### src/rtl/serializer_pkg.sv
// Shared state encoding and counter sizing for the serializer read-out path.
package serializer_pkg;

  typedef logic [1:0] state_t;

  localparam state_t ST_IDLE  = 2'b00;
  localparam state_t ST_SHIFT = 2'b01;
  localparam state_t ST_DONE  = 2'b10;

  // Width of a counter spanning 0..v-1; never narrower than one bit.
  function automatic int cnt_w(input int v);
    return (v <= 1) ? 1 : $clog2(v);
  endfunction

endpackage

### src/rtl/piso_shift.sv
// N-bit parallel-load shift register, MSB out, zero fill; load wins over shift.
// o_pre exposes the next bit so the parent can register sout one edge ahead.
module piso_shift
  import serializer_pkg::*;
#(
  parameter int N = 8
) (
  input  logic         i_clk,
  input  logic         i_clr,
  input  logic         i_load,
  input  logic         i_shift,
  input  logic [N-1:0] i_d,
  output logic         o_msb,
  output logic         o_pre
);

  logic [N-1:0] r_sr;

  always_ff @(posedge i_clk or posedge i_clr) begin
    if (i_clr) begin
      r_sr <= '0;
    end else if (i_load) begin
      r_sr <= i_d;
    end else if (i_shift) begin
      r_sr <= {r_sr[N-2:0], 1'b0};
    end
  end

  assign o_msb = r_sr[N-1];
  assign o_pre = r_sr[N-2];

endmodule

### src/rtl/serializer.sv
// Parallel-in serial-out transmitter: word out MSB first, DIV cycles per bit, done pulse after.
// First bit appears the cycle after start is accepted; start is ignored while busy, never queued.
module serializer
  import serializer_pkg::*;
#(
  parameter int N   = 8,
  parameter int DIV = 1
) (
  input  logic         i_clk,
  input  logic         i_clr,
  input  logic         i_start,
  input  logic [N-1:0] i_d,
  output logic         o_sout,
  output logic         o_sval,
  output logic         o_busy,
  output logic         o_done
);

  localparam int DW = cnt_w(DIV);
  localparam int BW = cnt_w(N);
  localparam logic [DW-1:0] DIV_LAST = DW'(DIV - 1);
  localparam logic [BW-1:0] BIT_LAST = BW'(N - 1);

  state_t        r_state;
  logic [DW-1:0] r_div_cnt;
  logic [BW-1:0] r_bit_cnt;
  logic          r_sout;
  logic          r_sval;
  logic          r_busy;
  logic          r_done;

  state_t        w_state_nxt;
  logic [DW-1:0] w_div_nxt;
  logic [BW-1:0] w_bit_nxt;
  logic          w_load;
  logic          w_shift;
  logic          w_msb;
  logic          w_pre;
  logic          w_msb_nxt;
  logic          w_div_term;
  logic          w_bit_term;

  piso_shift #(.N(N)) u_piso (
    .i_clk   (i_clk),
    .i_clr   (i_clr),
    .i_load  (w_load),
    .i_shift (w_shift),
    .i_d     (i_d),
    .o_msb   (w_msb),
    .o_pre   (w_pre)
  );

  // With DIV=1 the divider never leaves 0, so every cycle is a bit boundary.
  assign w_div_term = (r_div_cnt == DIV_LAST);
  assign w_bit_term = (r_bit_cnt == BIT_LAST);

  always_comb begin
    w_state_nxt = r_state;
    w_div_nxt   = r_div_cnt;
    w_bit_nxt   = r_bit_cnt;
    w_load      = 1'b0;
    w_shift     = 1'b0;
    case (r_state)
      ST_SHIFT: begin
        if (w_div_term) begin
          w_div_nxt = '0;
          if (w_bit_term) begin
            w_state_nxt = ST_DONE;
            w_bit_nxt   = '0;
          end else begin
            w_shift   = 1'b1;
            w_bit_nxt = r_bit_cnt + 1'b1;
          end
        end else begin
          w_div_nxt = r_div_cnt + 1'b1;
        end
      end
      ST_DONE: begin
        w_state_nxt = ST_IDLE;
      end
      default: begin
        w_state_nxt = ST_IDLE;
        if (i_start) begin
          w_load      = 1'b1;
          w_div_nxt   = '0;
          w_bit_nxt   = '0;
          w_state_nxt = ST_SHIFT;
        end
      end
    endcase
  end

  // Next MSB of the shift register, so sout can be a flop rather than a decode.
  assign w_msb_nxt = w_load ? i_d[N-1] : (w_shift ? w_pre : w_msb);

  always_ff @(posedge i_clk or posedge i_clr) begin
    if (i_clr) begin
      r_state   <= ST_IDLE;
      r_div_cnt <= '0;
      r_bit_cnt <= '0;
      r_sout    <= 1'b0;
      r_sval    <= 1'b0;
      r_busy    <= 1'b0;
      r_done    <= 1'b0;
    end else begin
      r_state   <= w_state_nxt;
      r_div_cnt <= w_div_nxt;
      r_bit_cnt <= w_bit_nxt;
      r_sout    <= (w_state_nxt == ST_SHIFT) & w_msb_nxt;
      r_sval    <= (w_state_nxt == ST_SHIFT);
      r_busy    <= (w_state_nxt == ST_SHIFT);
      r_done    <= (w_state_nxt == ST_DONE);
    end
  end

  assign o_sout = r_sout;
  assign o_sval = r_sval;
  assign o_busy = r_busy;
  assign o_done = r_done;

endmodule

### config.mk
export PLATFORM = sky130hd
export DESIGN_NAME = serializer
export DESIGN_NICKNAME = d
export VERILOG_FILES = /design/src/rtl/serializer_pkg.sv /design/src/rtl/piso_shift.sv /design/src/rtl/serializer.sv
export SDC_FILE = /design/constraint.sdc
export NUM_CORES = 1
export LEC_CHECK = 0
export BUFFER_PORTS_ARGS = -buffer_cell sky130_fd_sc_hd__buf_4
export CORE_MARGIN = 2
export CORE_UTILIZATION = 33
export DETAILED_ROUTE_END_ITERATION = 8
export GPL_TIMING_DRIVEN = 1
export HOLD_SLACK_MARGIN = 0.15
export REMOVE_ABC_BUFFERS = 1
export SLEW_MARGIN = 20
export SYNTH_ARGS = -nofsm -noshare
export SYNTH_HDL_FRONTEND = slang
export SYNTH_SLANG_ARGS = --single-unit
### constraint.sdc
create_clock -name i_clk -period 2.4 [get_ports i_clk]
set_input_delay 0.48 -clock i_clk [delete_from_list [all_inputs] [get_ports i_clk]]
set_output_delay 0.48 -clock i_clk [all_outputs]
set_load 0.02 [all_outputs]
# Word level (Yosys, flattened, before mapping)
# Index checks and enable logic that the tools add are counted.
dict set report totals {
  reg_bits 17
  output_inout_bits 4
  elab_cells 42
}
dict set report classes {
  add_sub_neg 2
  eq_ne 6
  muxes 20
  bitwise_logic 2
  reduce_logical 5
}
# cell count
set op_table {}
lappend op_table {{$mux W8} 2}
lappend op_table {{$mux W1} 10}
lappend op_table {{$mux W3} 3}
lappend op_table {{$pmux W3 S2} 1}
lappend op_table {{$eq A2 B1 Y1 const B} 2}
lappend op_table {{$eq A2 B2 Y1 const B} 2}
lappend op_table {{$mux W2} 2}
lappend op_table {{$pmux W2 S2} 1}
lappend op_table {{$reduce_bool A2 Y1} 2}
lappend op_table {{$add A3 B1 Y3 const B} 1}
lappend op_table {{$eq A3 B3 Y1 const B} 1}
lappend op_table {{$reduce_and A3 Y1} 1}
lappend op_table {{$ne A2 B2 Y1 const B} 1}
lappend op_table {{$pmux W1 S2} 1}
lappend op_table {{$reduce_and A2 Y1} 1}
lappend op_table {{$reduce_or A2 Y1} 1}
lappend op_table {{$add A1 B1 Y1 const B} 1}
lappend op_table {{$and A1 B1 Y1} 1}
lappend op_table {{$not A1 Y1} 1}

# Longest topological paths before layout
# Gate-level depths: netlist of the first run.
dict set report logic_depth {
  word_depth 7
  ltp_mapped 6
  depth_no_buf 5
}

# Modules after synthesis
# A second synthesis of the first run with hierarchy kept.
dict set report unflattened {
  hier_cells 70
  area_unflattened_um2 792.0
}
# module n_inst cells_per_inst area_each_um2 seq_area_each_um2
set by_module_without_submodules {}
lappend by_module_without_submodules {serializer 1 35 419.2 200.2}
lappend by_module_without_submodules {piso_shift 1 35 372.9 200.2}

# Least setup slack after synthesis of the first run
# Ideal clock, no wire load.
dict set report synth_path {
  kind {register -> register}
  from {register r_bit_cnt[0]}
  to {register u_piso.r_sr[1]}
  arrival_ns 1.240
  path_slack_ns 1.038
  path_stages_with_launch 7
  path_buffers 1
  synth_period_minus_slack_ns 1.362
  path_cell_list {dfrtp_1 -> ha_1 -> ha_1 -> nand2b_1 -> buf_6 -> mux2i_1 -> o21ai_1}
}
dict set report synth_via {
  elab_chain_cells 5
}
# element line
set synth_lines {}
lappend synth_lines {{from (decl)} serializer.sv:26} ;# logic [BW-1:0] r_bit_cnt;
lappend synth_lines {{from (signal assigned)} serializer.sv:108} ;# r_bit_cnt <= w_bit_nxt;
lappend synth_lines {{$eq A3 B3 Y1} serializer.sv:55} ;# assign w_bit_term = (r_bit_cnt == BIT_LAST);
lappend synth_lines {{$mux W1} serializer.sv:67} ;# if (w_bit_term) begin
lappend synth_lines {{$mux W1} serializer.sv:65} ;# if (w_div_term) begin
lappend synth_lines {{$mux W1} serializer.sv:63} ;# case (r_state)
lappend synth_lines {{$reduce_bool A2 Y1 (no source line)} -}
lappend synth_lines {{to (signal assigned)} piso_shift.sv:23} ;# r_sr <= i_d;
lappend synth_lines {{to (signal assigned)} piso_shift.sv:25} ;# r_sr <= {r_sr[N-2:0], 1'b0};
lappend synth_lines {{to (decl)} piso_shift.sv:17} ;# logic [N-1:0] r_sr;
# Every way passes these cells.
# A chain may end at the register's enable or synchronous reset.

# Final worst setup path of the first run
dict set report layout_path {
  from {register r_bit_cnt[0]}
  to {register u_piso.r_sr[2]}
}
# Same word-level chain as after synthesis.

==> summary.md, run 1 <==
| Metric | Value |
|---|---|
| Status | complete, no violations |
| Endpoint class of the critical path | flip-flop |
| EDFF count, synth | 0 |
| DRT Wirelength | roughly 1.2 mm |
| H-tree depth | 1 |
| Maximum vdd ir drop | about 0.29 mV |
| Area of the mapped netlist | 707 sq um |
| Post_cts resized | 0 |
| Final setup fails | 0 |
| Synth Instances | 64 |
| Via count | 490 |
| Drc violations | 0 |
| Critical path type | reg2reg |
| Stages on worst setup path | 5 |
| Share of cells above drive strength 1 | roughly 24% |
| CP peak stage delay | a little over 400 ps |
| Yosys top cell area share | 53.1% |
| First-pass GRT wire length | approximately 2.2 mm |
| Data required, critical path | around 2600 ps |
| Critical-path maximum fanout | 7 |
| Least-Margin Pin Slew | between 500 and 600 ps |
| Area contributors post-synth | dfrtp_1 53%, mux2i_1 8.5%, ha_1 7.1%, nand2_1 5.8%, o21ai_1 4.2% |
| RSZ-0062 raised after global routing | no |
| Iter 0 DRT Violations | 9 |
| Initial Util | between 30% and 40% |
| Fin crit period | ~1600 ps |
| Congestion Overflow GR | 0 |
| Nets | 95 |
| Cell variety after synth | 19 |
| Drt pass-1 iters | 3 |
| CP most frequent cell | ha_1 |
| Area delta synth->final | 19.6% |
| Reg2reg path depth | 5 |
| Clock latency on the worst-skew pair | 290 ps |
| Top cells by count, synth | 15 x dfrtp_1, 11 x nand2_1, 6 x mux2i_1, 6 x o21ai_1 |
| Vias in the first global route | 468 |
| Relative slew margins | about three fifths |
| Slowest stage cell, crit path | dfrtp_1 |
| PnR worst setup slack | between 800 and 900 ps |
| Final TNS setup | 0 ps |
| Vias per cell | roughly 4.6 |
| # IOs | 15 |
| Area leader, netlist | dfrtp_1 |
| Post-route antenna net violation count | 0 |
| Die Y | 50.3 um |
| Crit path launch type | flip-flop |
| Routability congestion estimate | 0.756 |
| Clk buf depth | 2 |
| Pwr/cell area | between 700 and 800 nW/um^2 |
| Hpwl dp | around 900 um |
| Hold buffer count at cts | 0 |
| Mean post-synth cell area | between 10 and 15 sq um |
| Core area | about 2000 sq um |
| Antenna violations before repair | 0 |
| Postcts setup bufs | 0 |
| Async S/R FF share, synth | 100% |
| Fin crit share | between 60% and 70% |
| Port buffer count | 14 |
| Worst hold-check path type | in2async |
| Buf/Inv on CP | 0 |
| Register clock-pin slew on the reported worst setup and hold paths | around 90 ps |
| Flops & latches, synth | 15 |
| Core Rows | 16 |
| Die extent in x | between 50 and 60 um |
| Clk sinks | 15 |
| Final Instance Area | about 850 sq um |
| Final core occ | between 40 and 50% |
| Largest net degree at the start of global routing | 16 |
| Setup Skew | approximately 3.3 ps |
| Clock Root Buffer | clkbuf_4 |
| DIE AREA | between 2000 and 3000 sq um |
| Main flop type after synthesis | dfrtp_1 |
| Placed inst area | between 800 and 900 sq um |
| Filler instances | a little under 200 |
| Max-Cap Viols | 0 |
| Overall routing resource usage | between 10% and 20% |
| F_max | about 640 MHz |
| CP top delay family | adder cells |
| DR WL/cell | about 11 um |
| Critical Path, Cell by Cell | ha_1 > ha_1 > nand2b_1 > mux2i_1 > o21ai_1 |
| Max Slew Vio Count | 0 |
| Register area | 375 sq um |
| ANT cells | 0 |
| Pleak | 0.436 nW |
| Reg-to-reg slack, setup | slightly above 800 ps |
| Yosys warns | 0 |
| Hold Vio Cnt, Final | 0 |
| CTS tree | yes |
| Area occupied by multi-input gates | between 200 and 300 sq um |
| Crit path arrival time | between 1500 and 2000 ps |
| CTS buffer count | 3 |
| Register area share after synthesis | between 50% and 60% |
| Most frequent cell after synthesis | dfrtp_1 |
| Post-Place Worst Slack | 843 ps |
where the power goes:
| part | internal (mW) | leakage [nW] | switching, mW |
|---|---|---|---|
| combinational | 0.0680 | 0.229 | 0.0692 |
| clock | 0.0647 | 0.0150 | 0.0818 |
| sequential | 0.297 | 0.192 | 0.0260 |
| total | 0.430 | 0.436 | 0.177 |
sequential cells by signal, indices dropped and copies added, names as in the netlist:
signal	cells
o_sout	1
u_piso.r_sr	7
o_done	1
o_busy	1
r_state	2
r_bit_cnt	3
path summary, 6_finish.rpt:
check | startpoint | end
worst min register to register | u_piso.r_sr[0]$_DFFE_PP0P_ | u_piso.r_sr[0]$_DFFE_PP0P_
worst min-delay path | i_clr | u_piso.r_sr[5]$_DFFE_PP0P_
worst max-delay path | r_bit_cnt[0]$_DFFE_PP0P_ | u_piso.r_sr[2]$_DFFE_PP0P_
min in group i_clk | i_d[7] | o_sout$_DFF_PP0_
max in group asynchronous | i_clr | r_state[0]$_DFF_PP0_
worst max register to register | r_bit_cnt[0]$_DFFE_PP0P_ | u_piso.r_sr[2]$_DFFE_PP0P_
routing by layer:
metal,track usage (%),routed length (um)
met5,0,0
met4,9.72,40
met3,2.68,29
met2,16.7,543
met1,15.5,589
per-stage QoR:
step	hold slack [ps]	cells	power [mW]
6_report	243	106	0.607
3_3_place_gp	500	102	0.461
2_1_floorplan	381	61	0.418
4_1_cts	265	106	0.616
5_1_grt	286	106	0.649
3_5_place_dp	490	102	0.467
area by class of cell:
class	instances	share of cell area, %
Timing Repair Buffer	14	12.4
Tap cell	27	3.99
Clock buffer	4	3.11
Sequential cell	15	44.4
Multi-Input combinational cell	42	34.3
Inverter	4	1.78
layout by cell type (no fill, tap or decap):
| master | n |
|---|---|
| nor2b_1 | 2 |
| a22o_1 | 3 |
| nand3_1 | 1 |
| o31ai_1 | 1 |
| nor3b_2 | 1 |
| mux2i_1 | 6 |
| o21ai_0 | 1 |
| buf_4 | 14 |
| nor2_1 | 2 |
| and2_2 | 1 |
| o21bai_1 | 1 |
| nand2_1 | 11 |
| ha_1 | 4 |
| inv_1 | 4 |
| clkbuf_1 | 1 |
| nand4bb_1 | 1 |
| o21ai_1 | 6 |
| clkbuf_4 | 3 |
| nand2b_1 | 1 |
| dfrtp_1 | 15 |
cells by family (layout without fill, tap and decap cells):
logic type	after synthesis	in the layout	synth area share, %
mux	6	6	8.50
flops	15	15	53.1
compound gates	12	12	10.8
buf+inv	7	22	5.84
simple gates	20	20	14.7
fa+ha+maj	4	4	7.08
(Power assumes the default switching activity.)
==> run 2: changes to the inputs <==
Clock period 2.4 ns to 1.4 ns, I/O delays scaled along.
==> run 2 against run 1 <==
Critical path depth increased by 1. Die area stayed put. Global-route usage is 1.3 points higher. Critical path type unchanged. Largest cell class unchanged. Largest power group unchanged.
==> summary.md, run 2 (synthesized netlist as in run 1, its figures left out) <==
| Metric | Value |
|---|---|
| Final setup fails | 0 |
| Hold Vio Cnt, Final | 0 |
| CP peak stage delay | ~400 ps |
| Metal-1 WL | a little under 600 um |
| Data required, critical path | between 1500 and 2000 ps |
| Register clock-pin slew on the reported worst setup and hold paths | 90 ps |
| Clock Root Buffer | clkbuf_4 |
| Initial Util | a little over a third |
| Vias per cell | roughly 4.6 |
| Met2 routed wirelength | around 660 um |
| DIE AREA | 2530 sq um |
| Maximum vdd ir drop | approximately 0.45 mV |
| Crit path arrival time | 1540 ps |
| Clk sinks | 15 |
| Top layer used by detailed routing | met4 |
| Critical-path maximum fanout | 3 |
| Relative slew margins | between 60% and 70% |
| Fin crit period | approximately 1300 ps |
| Most common cell after layout, fill and taps aside | buf_4 |
| CP top delay family | flip-flops |
| Commonest cells after routing, fill and taps aside | 19 x buf_4, 15 x dfrtp_1, 11 x nand2_1 |
| Post-Place Worst Slack | -88.5 ps |
| Clock latency on the worst-skew pair | 290 ps |
| CTS buffer count | 3 |
| Buf/Inv on CP | 1 |
| Hold Slack | between 150 and 200 ps |
| Die extent in x | 50.3 um |
| Pleak | 0.469 nW |
| Worst hold-check path type | in2reg |
| Share of cells above drive strength 1 | between 30% and 40% |
| Post-route antenna net violation count | 0 |
| Reg with most FFs | u_piso.r_sr |
| Top flop regs | u_piso.r_sr: 7 flops, r_bit_cnt: 3 flops, r_state: 2 flops |
| Routability congestion estimate | around 0.74 |
| Pwr/cell area | approximately 1200 nW/um^2 |
| Nets | 101 |
| Congestion Overflow GR | 0 |
| Reg2reg path depth | 6 |
| Endpoint class of the critical path | flip-flop |
| RSZ-0062 raised after global routing | no |
| DR WL/cell | 11.9 um |
| Core Rows | 16 |
| Antenna violations before repair | 0 |
| Met3 routed WL | roughly 33 um |
| Crit path launch type | flip-flop |
| Filler instances | between 150 and 200 |
| PnR worst setup slack | between 50 and 60 ps |
| Max-Cap Viols | 0 |
| # IOs | 15 |
| Stages on worst setup path | 6 |
| Core area | roughly 2000 sq um |
| Die Y | 50.3 um |
| Overall routing resource usage | between 10% and 20% |
| Status | complete, no violations |
| H-tree depth | 1 |
| Hold Path Stages | 3 |
| Via count | 520 |
| Area delta synth->final | 33.6% |
| Max reg flops | 7 |
| Critical Path, Cell by Cell | ha_2 > ha_2 > buf_4 > nand4bb_4 > nand2_1 > nor2b_1 |
| Setup Skew | between 3 and 4 ps |
| CP most frequent cell | ha_2 |
| ANT cells | 0 |
| Critical path type | reg2reg |
| Clk buf depth | 2 |
| Hpwl dp | about 940 um |
| F_max | ~740 MHz |
| Vias in the first global route | 559 |
| Port buffer count | 14 |
| Fin crit share | 96.4% |
| Slowest stage cell, crit path | dfrtp_1 |
| Max Slew Vio Count | 0 |
| CTS tree | yes |
| DRT Wirelength | roughly 1.3 mm |
| Drt pass-1 iters | 2 |
| First-pass GRT wire length | around 2.4 mm |
| Reg-to-reg slack, setup | 50 ps |
| Least-Margin Pin Slew | 564 ps |
| Power, Total | about 1.1 mW |
| Largest net degree at the start of global routing | 16 |
| Drc violations | 0 |
| Iter 0 DRT Violations | 1 |
## run 2: layer usage
metal	vias up	GRT usage, %
li1	259	-
met1	246	15.1
met2	10	20.8
met3	5	2.68
met4	0	11.1
met5	-	0
## run 2: timing repair
| item | 4_1_cts | 5_1_grt |
|---|---|---|
| endpoints found under the setup margin | 9 | 9 |
| gates resized for setup | 5 | 5 |
| hold buffers | 1 | 0 |
| setup buffers | 1 | 1 |
| endpoints found under the hold margin | 15 | 0 |
| gates cloned | 0 | 0 |
| pin swaps | 1 | 1 |
## run 2: final timing paths
path	startpoint	end
setup / recovery	r_bit_cnt[0]$_DFFE_PP0P_	o_done$_DFF_PP0_
hold / removal	i_d[7]	o_sout$_DFF_PP0_
setup reg to reg	r_bit_cnt[0]$_DFFE_PP0P_	o_done$_DFF_PP0_
hold reg to reg	u_piso.r_sr[0]$_DFFE_PP0P_	u_piso.r_sr[0]$_DFFE_PP0P_
max in group asynchronous	i_clr	u_piso.r_sr[0]$_DFFE_PP0P_
min in group asynchronous	i_clr	o_sout$_DFF_PP0_
## run 2: cell type report
| type | count | area [sq um] | share of cell area, % |
|---|---|---|---|
| timing repair buffer | 20 | 153 | 16.2 |
| inverter | 4 | 15.0 | 1.59 |
| tap | 27 | 33.8 | 3.58 |
| sequential | 15 | 375 | 39.7 |
| multi-input combinational | 42 | 340 | 36.0 |
| clock inverter | 1 | 5.00 | 0.530 |
| clock buffer | 3 | 22.5 | 2.38 |
## run 2: report_power, final
part           internal [mW]  leakage [nW]  total (mW)  switching (mW)
sequential             0.510         0.192       0.552          0.0420
clock                  0.106        0.0177       0.253           0.146
combinational          0.157         0.259       0.294           0.136
total                  0.773         0.469        1.10           0.324
## run 2: worst min-delay path, cell delays in order
cell and delay, ps:
buf_4 80, nand2_1 50, o31ai_2 50
## run 2: stage by stage
step / area, sq um / instances / TNS [ps] / util [%]
6_report: 945 / 112 / 0 / 47.7
5_1_grt: 945 / 112 / 0 / 47.7
4_1_cts: 916 / 111 / 0 / 46.2
3_5_place_dp: 842 / 105 / -449 / 42.5
3_3_place_gp: 842 / 105 / -327 / 42.5
2_1_floorplan: 681 / 61 / -173 / -
==> run 3: changes to the inputs <==
Settings changed: REMOVE_ABC_BUFFERS 1 to not set, SYNTH_HIERARCHICAL set to 1.
==> run 3 against run 2 <==
The run now ends with setup timing left. Final cell count increased by 8.9%. Worst hold slack improved by 14 ps. Sequential share of layout area is 2.7 points lower. Area after synthesis up 5.8%. Combinational power grew 7.8%. Total power is 1.9% higher. Cell area is 7.4% higher. Register-to-register slack got worse by 80 ps. Clock skew up 0.95 ps. Via count up 5.4%. Non-clock buffer count is 7 higher. Setup slack got worse by 78 ps.
==> summary.md, run 3 <==
| Metric | Value |
|---|---|
| Status | finished with violations |
| Failing checks | setup timing |
| Fin crit share | 102% |
| CP top delay family | flip-flops |
| Crit path arrival time | roughly 1600 ps |
| Commonest cells after routing, fill and taps aside | 26 x buf_4, 15 x dfrtp_1, 7 x o21ai_1, 7 x nand2_1 |
| Reg with most FFs | u_piso/r_sr |
| F_max | approximately 700 MHz |
| DIE AREA | 2660 sq um |
| Drc violations | 0 |
| CP peak stage delay | a little under 400 ps |
| H-tree depth | 1 |
| Crit path launch type | flip-flop |
| Area delta synth->final | 35.6% |
| Least-Margin Pin Slew | slightly below 300 ps |
| Vias per cell | about 4.5 |
| Final core occ | approximately 47% |
| Via count | 548 |
| Iter 0 DRT Violations | 3 |
| RSZ-0062 raised after global routing | yes |
| Slowest stage cell, crit path | dfrtp_1 |
| First-pass GRT wire length | roughly 2.5 mm |
| Critical path type | reg2reg |
| Die Y | between 50 and 60 um |
| Clock Root Buffer | clkbuf_4 |
| Buf/Inv on CP | 0 |
| Relative slew margins | approximately four fifths |
| Fin crit period | about 1400 ps |
| Power, Total | 1.12 mW |
| Port buffer count | 14 |
| Pleak | between 0.4 and 0.5 nW |
| Vias in the first global route | 584 |
| Yosys warns | 6 |
| Core Rows | 17 |
| Drt pass-1 iters | 2 |
| CTS tree | yes |
| Filler instances | roughly 220 |
| Max Slew Vio Count | 0 |
| Pwr/cell area | around 1100 nW/um^2 |
| Mean post-synth cell area | 11.3 sq um |
| Clock latency on the worst-skew pair | 280 ps |
| DRT Wirelength | between 1 and 1.5 mm |
| Setup Skew | 4.71 ps |
| Endpoint class of the critical path | flip-flop |
| Routability congestion estimate | approximately 0.73 |
| CTS buffer count | 3 |
| Post-route antenna net violation count | 0 |
| Clk sinks | 15 |
| Worst hold-check path type | in2reg |
| Final setup fails | 4 |
| Area occupied by multi-input gates | ~340 sq um |
| ANT cells | 0 |
| Critical Path, Cell by Cell | ha_2 > ha_4 > nor2b_4 > mux2i_1 > o21ai_1 |
| Max reg flops | 7 |
| Critical-path maximum fanout | 8 |
| Hpwl dp | 1.04 mm |
| # IOs | 15 |
| Register clock-pin slew on the reported worst setup and hold paths | around 90 ps |
| Data required, critical path | between 1500 and 2000 ps |
| Largest net degree at the start of global routing | 9 |
| Synth Instances | 66 |
| Initial Util | approximately 34% |
| Max-Cap Viols | 0 |
| Share of cells above drive strength 1 | about two fifths |
| DR WL/cell | 11.1 um |
| Overall routing resource usage | roughly an eighth |
| Area of the mapped netlist | approximately 750 sq um |
| Top flop regs | u_piso/r_sr: 7 flops, r_bit_cnt: 3 flops, r_state: 2 flops |
| Most common cell after layout, fill and taps aside | buf_4 |
| Register area | ~380 sq um |
| PnR worst setup slack | -27.3 ps |
| Congestion Overflow GR | 0 |
| Syn nets | 81 |
| Clk buf depth | 2 |
| Nets | 110 |
| Antenna violations before repair | 0 |
| Hold Vio Cnt, Final | 0 |
| Maximum vdd ir drop | 0.488 mV |
| Die extent in x | slightly above 50 um |
| Core area | 2170 sq um |
-- run 3: power by group --
group	internal (mW)	total [mW]	switching, mW
clock	0.110	0.244	0.134
combinational	0.169	0.317	0.148
sequential	0.510	0.557	0.0472
total	0.789	1.12	0.330
-- run 3: worst min-delay path: stages --
cell	delay, ps
buf_4	80
nand2_1	30
o21ai_1	60
-- run 3: per-stage QoR --
stage                     hold WS, ps  instance area, sq um  TNS, ps  setup slack (ps)  instances
after floorplan                  83.4                   766        0              20.8         66
after global placement            248                   943    -2.79             -2.79        114
after detailed placement          255                   943     -136             -43.2        114
after CTS                         190                   995     -137             -37.3        121
after global routing              200                  1010     -776              -128        122
final                             203                  1010    -47.3             -27.3        122
-- run 3: timing repair --
action / 4_1_cts / 5_1_grt
pin swaps: 1 / 0
setup buffers: 2 / 1
hold buffers: 1 / 0
gates resized for setup: 1 / 5
setup endpoints to repair: 8 / 11
gates cloned: 0 / 0
hold endpoints to repair: 15 / 0
-- run 3: final cells by class --
cell class,count,area share (%)
sequential,15,37.0
clock buffer,4,2.59
multi-input combinational,41,33.9
tap,28,3.45
inverter,7,2.84
timing repair buffer,27,20.2
-- run 3: worst paths after layout --
kind / start / slack [ps] / endpoint / cells past startpoint
max: r_bit_cnt[1]$_DFFE_PP0P_ / -30 / u_piso/r_sr[1]$_DFFE_PP0P_ / 5
min: i_d[6] / 200 / u_piso/r_sr[6]$_DFFE_PP0P_ / 3
max reg2reg: r_bit_cnt[1]$_DFFE_PP0P_ / -30 / u_piso/r_sr[1]$_DFFE_PP0P_ / 5
min reg2reg: r_bit_cnt[1]$_DFFE_PP0P_ / 540 / r_bit_cnt[1]$_DFFE_PP0P_ / 1
max in group asynchronous: i_clr / 670 / o_busy$_DFF_PP0_ / 3
min in group asynchronous: i_clr / 490 / u_piso/r_sr[1]$_DFFE_PP0P_ / 3
-- run 3: metal layers --
metal  vias to the layer above  global-route usage (%)  routed length (um)
met5                         -                       0                   0
met4                         0                    5.26                  13
met3                         2                    5.17                  72
met2                        10                    21.2                 685
met1                       255                    14.7                 585
li1                        281                       -                   -
